File: config.mk
export PLATFORM = sky130hd
export DESIGN_NAME = bit_serializer_flat
export DESIGN_NICKNAME = d
export VERILOG_FILES = /design/src/rtl/bit_serializer_if.sv /design/src/rtl/bit_serializer.sv /design/src/flat_wrapper.sv
export SDC_FILE = /design/constraint.sdc
export NUM_CORES = 1
export LEC_CHECK = 0
export ABC_AREA = 1
export CAP_MARGIN = 10
export CORE_ASPECT_RATIO = 1.2
export CORE_MARGIN = 2
export CORE_UTILIZATION = 50
export CTS_CLUSTER_DIAMETER = 200
export DETAILED_ROUTE_END_ITERATION = 7
export PLACE_DENSITY = 0.89
export SYNTH_ARGS = -nofsm -noshare
export SYNTH_HDL_FRONTEND = slang
export SYNTH_SLANG_ARGS = --single-unit
File: constraint.sdc
create_clock -name clk -period 2.5 [get_ports clk]
set_input_delay 0.625 -clock clk [delete_from_list [all_inputs] [get_ports clk]]
set_output_delay 0.625 -clock clk [all_outputs]
set_load 0.05 [all_outputs]
File: src/rtl/bit_serializer_if.sv
// Load handshake and serial-stream signals of bit_serializer.
interface bit_serializer_if #(
    parameter int WIDTH = 8
);
    logic             load_valid;
    logic [WIDTH-1:0] load_data;
    logic             load_ready;
    logic             ser_out;
    logic             ser_valid;
    logic             bit_strobe;
    logic             busy;
    logic             done;

    modport master (
        output load_valid, load_data,
        input  load_ready, ser_out, ser_valid, bit_strobe, busy, done
    );

    modport slave (
        input  load_valid, load_data,
        output load_ready, ser_out, ser_valid, bit_strobe, busy, done
    );
endinterface

File: src/rtl/bit_serializer.sv
// Parallel-to-serial pattern source: one bit per DIV cycles, done pulse per word.
// Define SERIALIZER_BACK2BACK_EN to let the DONE cycle accept the next word.
module bit_serializer #(
    parameter int WIDTH     = 8,
    parameter int DIV       = 4,
    parameter int MSB_FIRST = 1
) (
    input  logic             clk,
    input  logic             reset_n,
    bit_serializer_if.slave  lif
);
    localparam int BW = $clog2(WIDTH);
    localparam int DW = (DIV > 1) ? $clog2(DIV) : 1;
    localparam logic [BW-1:0] BIT_LAST = BW'(WIDTH - 1);
    localparam logic [DW-1:0] DIV_LAST = DW'(DIV - 1);

    typedef enum logic [1:0] {IDLE, SHIFT, DONE} state_t;

    state_t           state, state_n;
    logic [WIDTH-1:0] shreg, shreg_n;
    logic [BW-1:0]    bit_cnt, bit_cnt_n;
    logic [DW-1:0]    div_cnt, div_cnt_n;
    logic [WIDTH-1:0] shreg_adv;

    // Shift toward the output end with zero fill
    always_comb begin
        if (MSB_FIRST != 0) shreg_adv = {shreg[WIDTH-2:0], 1'b0};
        else                shreg_adv = {1'b0, shreg[WIDTH-1:1]};
    end

    always_ff @(posedge clk or negedge reset_n) begin
        if (!reset_n) begin
            state   <= IDLE;
            shreg   <= '0;
            bit_cnt <= '0;
            div_cnt <= '0;
        end else begin
            state   <= state_n;
            shreg   <= shreg_n;
            bit_cnt <= bit_cnt_n;
            div_cnt <= div_cnt_n;
        end
    end

    always_comb begin
        state_n   = state;
        shreg_n   = shreg;
        bit_cnt_n = bit_cnt;
        div_cnt_n = div_cnt;
        case (state)
            IDLE: begin
                if (lif.load_valid) begin
                    state_n   = SHIFT;
                    shreg_n   = lif.load_data;
                    bit_cnt_n = '0;
                    div_cnt_n = '0;
                end
            end
            SHIFT: begin
                if (div_cnt == DIV_LAST) begin
                    // Counters hold at their terminal values on the last bit
                    if (bit_cnt == BIT_LAST) begin
                        state_n = DONE;
                    end else begin
                        shreg_n   = shreg_adv;
                        bit_cnt_n = bit_cnt + 1'b1;
                        div_cnt_n = '0;
                    end
                end else begin
                    div_cnt_n = div_cnt + 1'b1;
                end
            end
            DONE: begin
`ifdef SERIALIZER_BACK2BACK_EN
                if (lif.load_valid) begin
                    state_n   = SHIFT;
                    shreg_n   = lif.load_data;
                    bit_cnt_n = '0;
                    div_cnt_n = '0;
                end else begin
                    state_n = IDLE;
                end
`else
                state_n = IDLE;
`endif
            end
            default: state_n = IDLE;
        endcase
    end

    // Every output is a decode of registered state, never of inputs
    assign lif.ser_valid  = (state == SHIFT);
    assign lif.busy       = (state == SHIFT);
    assign lif.done       = (state == DONE);
    assign lif.ser_out    = (state == SHIFT) && shreg[(MSB_FIRST != 0) ? WIDTH-1 : 0];
    assign lif.bit_strobe = (state == SHIFT) && (div_cnt == '0);
`ifdef SERIALIZER_BACK2BACK_EN
    assign lif.load_ready = (state == IDLE) || (state == DONE);
`else
    assign lif.load_ready = (state == IDLE);
`endif
endmodule
File: src/flat_wrapper.sv
// flat-port wrapper written by rule: the top's interface ports become plain ports
module bit_serializer_flat 
#(
    parameter int WIDTH     = 8,
    parameter int DIV       = 4,
    parameter int MSB_FIRST = 1
)
  (clk, reset_n, lif_load_valid, lif_load_data, lif_load_ready, lif_ser_out, lif_ser_valid, lif_bit_strobe, lif_busy, lif_done);
  bit_serializer_if #(.WIDTH(WIDTH)) lif_i ();
  input  logic clk;
  input  logic reset_n;
  input wire logic [$bits(lif_i.load_valid)-1:0] lif_load_valid;
  input wire logic [$bits(lif_i.load_data)-1:0] lif_load_data;
  output wire logic [$bits(lif_i.load_ready)-1:0] lif_load_ready;
  output wire logic [$bits(lif_i.ser_out)-1:0] lif_ser_out;
  output wire logic [$bits(lif_i.ser_valid)-1:0] lif_ser_valid;
  output wire logic [$bits(lif_i.bit_strobe)-1:0] lif_bit_strobe;
  output wire logic [$bits(lif_i.busy)-1:0] lif_busy;
  output wire logic [$bits(lif_i.done)-1:0] lif_done;
  assign lif_i.load_valid = lif_load_valid;
  assign lif_i.load_data = lif_load_data;
  assign lif_load_ready = lif_i.load_ready;
  assign lif_ser_out = lif_i.ser_out;
  assign lif_ser_valid = lif_i.ser_valid;
  assign lif_bit_strobe = lif_i.bit_strobe;
  assign lif_busy = lif_i.busy;
  assign lif_done = lif_i.done;
  bit_serializer #(.WIDTH(WIDTH), .DIV(DIV), .MSB_FIRST(MSB_FIRST)) u_core (.clk(clk), .reset_n(reset_n), .lif(lif_i));
endmodule
# [Yosys cells after proc, flatten, opt, wreduce, memory -nomap -nowiden]
# Index checks and enable logic that the tools add are counted.
[word_totals] out_inout_bits=6 mem_bits_rw=0 input_bits=11 latch_bits=0 regBits=15 mem_bits_ro=0 mem_count=0 word_cells=39
[op_classes] bitwise_logic=0 addsub=2 div_mod_pow=0 order_cmp=0 n_mul=0 n_reduce_logical=8 n_eq_ne=9 shift=0 muxes=16
[ops] cell="$mux 8" n=3
[ops] cell="$pmux 8 s2" n=1
[ops] cell="$mux 2" n=6
[ops] cell="$mux 3" n=3
[ops] cell="$pmux 2 s2" n=2
[ops] cell="$pmux 3 s2" n=1
[ops] cell="$reduce_and 3->1" n=2
[ops] cell="$eq 2x2->1 const B" n=2
[ops] cell="$logic_not 2->1" n=2
[ops] cell="$ne 2x1->1 const B" n=2
[ops] cell="$ne 2x2->1 const B" n=2
[ops] cell="$reduce_and 4->1" n=1
[ops] cell="$add 3x1->3 const B" n=1
[ops] cell="$eq 3x3->1 const B" n=1
[ops] cell="$ne 3x3->1 const B" n=1
[ops] cell="$add 2x1->2 const B" n=1
[ops] cell="$eq 2x1->1 const B" n=1
[ops] cell="$logic_and 1x1->1" n=2
[ops] cell="$reduce_bool 2->1" n=1

# [Depth between registers and ports, before layout]
[depth] word_depth=4 ltp_mapped=8

# [Worst setup path before layout]
# No wires, ideal clock.
[synth_timing] path_type="reg-to-output" startpoint="reg u_core.state[1]" endpoint="out lif_bit_strobe" slack_ns=0.542 arrival_ns=1.333 stages_incl_launch_ff=5 cell_sequence="dfrtp_1 > inv_2 > nand2_2 > buf_2 > nor2_1"
[synth_via] elab_chain_len=2
[synth_rtl] element="start: declaration" line="bit_serializer.sv:19" text="state_t state, state_n;"
[synth_rtl] element="start signal: assignment" line="bit_serializer.sv:38" text="state <= state_n;"
[synth_rtl] element="$eq 2x1->1" line="bit_serializer.sv:96" text="assign lif.bit_strobe = (state == SHIFT) && (div_cnt == '0);"
[synth_rtl] element="$logic_and 1x1->1" line="bit_serializer.sv:96"
[synth_rtl] element="end: declaration" line="flat_wrapper.sv:17" text="output wire logic [$bits(lif_i.bit_strobe)-1:0] lif_bit_strobe;"
# No other way between the ends.

# [Worst setup path in the final report]
[layout_timing] startpoint="reg u_core.state[1]" endpoint="out lif_done"
[layout_via] elab_chain_len=1
[layout_rtl] element="$eq 2x2->1" line="bit_serializer.sv:94" text="assign lif.done = (state == DONE);"
[layout_rtl] element="end: declaration" line="flat_wrapper.sv:19" text="output wire logic [$bits(lif_i.done)-1:0] lif_done;"
# No other way between the ends.

==> impl_metrics.csv <==
group,metric,value,unit
run_status,status,"completed",
logic_synthesis,ys.warnings.count,0,
min_path,hold_end,"u_core.shreg[5]$_DFFE_PN0P_",
critical_path,rr_startpoint,"u_core.bit_cnt[0]$_DFFE_PN0P_",
floorplanning,die_w,41.77,µm
critical_path,reg2reg_setup_slack,0.89,ns
critical_path,crit_chain,"inv_2, nor2_1, clkdlybuf4s50_1",
floorplanning,start_util,0.5278,
logic_synthesis,yosysSeqAreaShare,0.4386,
final_layout,fill_cells,131,
logic_synthesis,synthTopCellsByArea,"dfrtp_1 (44%), nand2_1 (18%), nand3_1 (11%), ha_1 (5.8%), nand2_4 (3.9%)",
sta,hold_viol_final,0,
critical_path,crit_type,"reg -> out",
grt,grtUsageTotal,0.1938,
sta,slew_headroom,0.5383,
final_layout,diodes,0,
min_path,holdCritPathClass,"reg -> reg",
floorplanning,core_area,1622,µm²
routing,vias,749,
floorplanning,dieArea,2060,µm²
critical_path,cp.arrival,1.68,ns
clock_network,clkLatencyLatePin,0.28,ns
grt,grt_pass1_wl,3008,µm
logic_synthesis,post_synth_num_cell_types,14,
logic_synthesis,yosys_register_bits,15,
sta,final_max_slew_viol_count,0,
power,ir_drop,0.0007309,V
placed_design,post-dp-hpwl,1269,µm
power,power_density,1142,nW/µm²
critical_path,r2r_end,"u_core.shreg[6]$_DFFE_PN0P_",
final_layout,final_common_cell,"nand2_1",
logic_synthesis,syn_inst,108,
critical_path,cpMaxStageDelayCell,"clkdlybuf4s50_1",
floorplanning,io_pins,17,
clock_network,cts_resized,0,
min_path,min_from,"u_core.shreg[5]$_DFFE_PN0P_",
critical_path,slowest_delay,0.80,ns
grt,grt_max_degree,16,
sta,period_minus_slack,2.310,ns
clock_network,tritoncts,"done",
clock_network,root_buffer,"clkbuf_4",
clock_network,clkSlewWorstSetupHoldPaths,0.09,ns
clock_network,cts_buffer_depth,2,
routing,drc,0,
routing,wirelength,1681,µm
logic_synthesis,netlist.top_cell.by_area,"dfrtp_1",
clock_network,numCtsBuffers,3,
critical_path,start_kind,"flip-flop",
critical_path,worst-path-max-fanout,11,
grt,grt_pass1_vias,696,
sta,grt_setup_unrepaired,"no",
clock_network,htreeDepth,1,
min_path,holdPathStages,2,
sta,fin_tns_setup,0,ns
placed_design,io_buffers,16,
final_layout,final_cell_mix,"nand2_1 (40), nand3_1 (18), dfrtp_1 (15)",
routing,ant_nets,0,
logic_synthesis,synth_top_cell_area_share,0.4386,
routing,dr.pass1.iters,4,
clock_network,cts_hold_buf,0,
critical_path,cp-end-kind,"output pin",
clock_network,post-cts-setup-buffer-count,0,
run,cap_viol_max_count,0,
routing,post_drt_wl_per_cell,11.84,µm
sta,timing.final.crit_share,0.9238,
final_layout,post-route-util,0.6520,
critical_path,rr_worst_depth,6,
placed_design,routabilityCongestion,0.7822,
clock_network,clock-sinks,15,
sta,setup_viol,0,
logic_synthesis,synth_fp_nets,123,
routing,drt_iter0_drc,9,
final_layout,syn_to_final_growth,23.54,%
routing,vias_per_cell,5.275,
sta,max_freq,433.0,MHz
sta,max_slew.worst_pin.slew,0.6903,ns
grt,antenna_found_initial,0,
sta,fin_skew,0.0007185,ns
logic_synthesis,syn_area,855.8,µm²
floorplanning,rows,16,
grt,grt.overflow.total,0,
floorplanning,die_h,49.32,µm
final_layout,nNetsFinal,140,
final_layout,drive_above_1_share,0.1532,
power,p_leak,0.5763,nW
logic_synthesis,syn_area_per_cell,7.924,µm²
critical_path,required,1.88,ns
## worst max-delay path: cells and delay by family (launching register included)
family,cells,cell delay [ns]
simple gates,1,0.10
flops,1,0.38
buf+inv,2,0.91
## where the power goes
part | switching (W) | internal, W | leakage (nW)
registers | 0.0000511 | 0.000326 | 0.193
logic | 0.000429 | 0.000260 | 0.368
clock network | 0.0000799 | 0.0000619 | 0.0150
## registers in the layout, indices dropped and copies added (netlist names)
signal          cells
u_core.state        2
u_core.bit_cnt      3
u_core.shreg        8
u_core.div_cnt      2
## through the flow
step	hold WS (ns)	cell area [µm²]	worst slack (ns)	instances	total power (W)
finish	0.4885	1057	0.1904	142	0.001207
global route	0.5023	1057	0.1133	142	0.001319
CTS	0.4891	1057	0.1738	142	0.001216
detailed placement	0.4660	1031	0.4974	138	0.001073
global placement	0.4624	1031	0.5444	138	0.001049
floorplan	0.3294	855.8	0.5418	108	0.0008809
## synth_stat cells (all sizes together)
master / n
nand3: 18
dfrtp: 15
inv: 9
o21ai: 1
nand4: 3
nand2: 47
nor2: 6
buf: 5
ha: 4
## cell families (layout without fill, tap and decap cells)
family | after synthesis | in the layout | synth area share
DFF | 15 | 15 | 0.4386
buffers and inverters | 14 | 30 | 0.08627
AOI/OAI and AO/OA | 1 | 1 | 0.01901
and+or+nand+nor | 74 | 74 | 0.3977
adders and majority gates | 4 | 4 | 0.05848
## area by class of cell
type | instances | area, µm² | share of cell area
clock buffers | 4 | 26.28 | 0.02485
inverters | 9 | 33.78 | 0.03195
well taps | 18 | 22.52 | 0.02130
flip-flops and latches | 15 | 375.4 | 0.3550
multi-input cells | 79 | 406.6 | 0.3846
repair buffers | 17 | 192.7 | 0.1822
## worst max path at each step
| stage | from | endpoint | cells after the start |
|---|---|---|---|
| finish | u_core.state[1]$_DFFE_PN0P_ | lif_done | 3 |
| global route | u_core.state[1]$_DFFE_PN0P_ | lif_done | 3 |
| global placement | u_core.state[1]$_DFFE_PN0P_ | lif_done | 3 |
| floorplan | u_core.state[1]$_DFFE_PN0P_ | lif_bit_strobe | 4 |
| CTS | u_core.state[1]$_DFFE_PN0P_ | lif_done | 3 |
| detailed placement | u_core.state[1]$_DFFE_PN0P_ | lif_done | 3 |
## metal layers
layer  GRT usage  routed length, µm  part of all wire
met1      0.2262                731              0.43
met2      0.3385                854              0.51
met3     0.02963                 85             0.051
met4     0.09677                 10            0.0059
met5           0                  0                 0
Power figures use the tool's default switching activity.
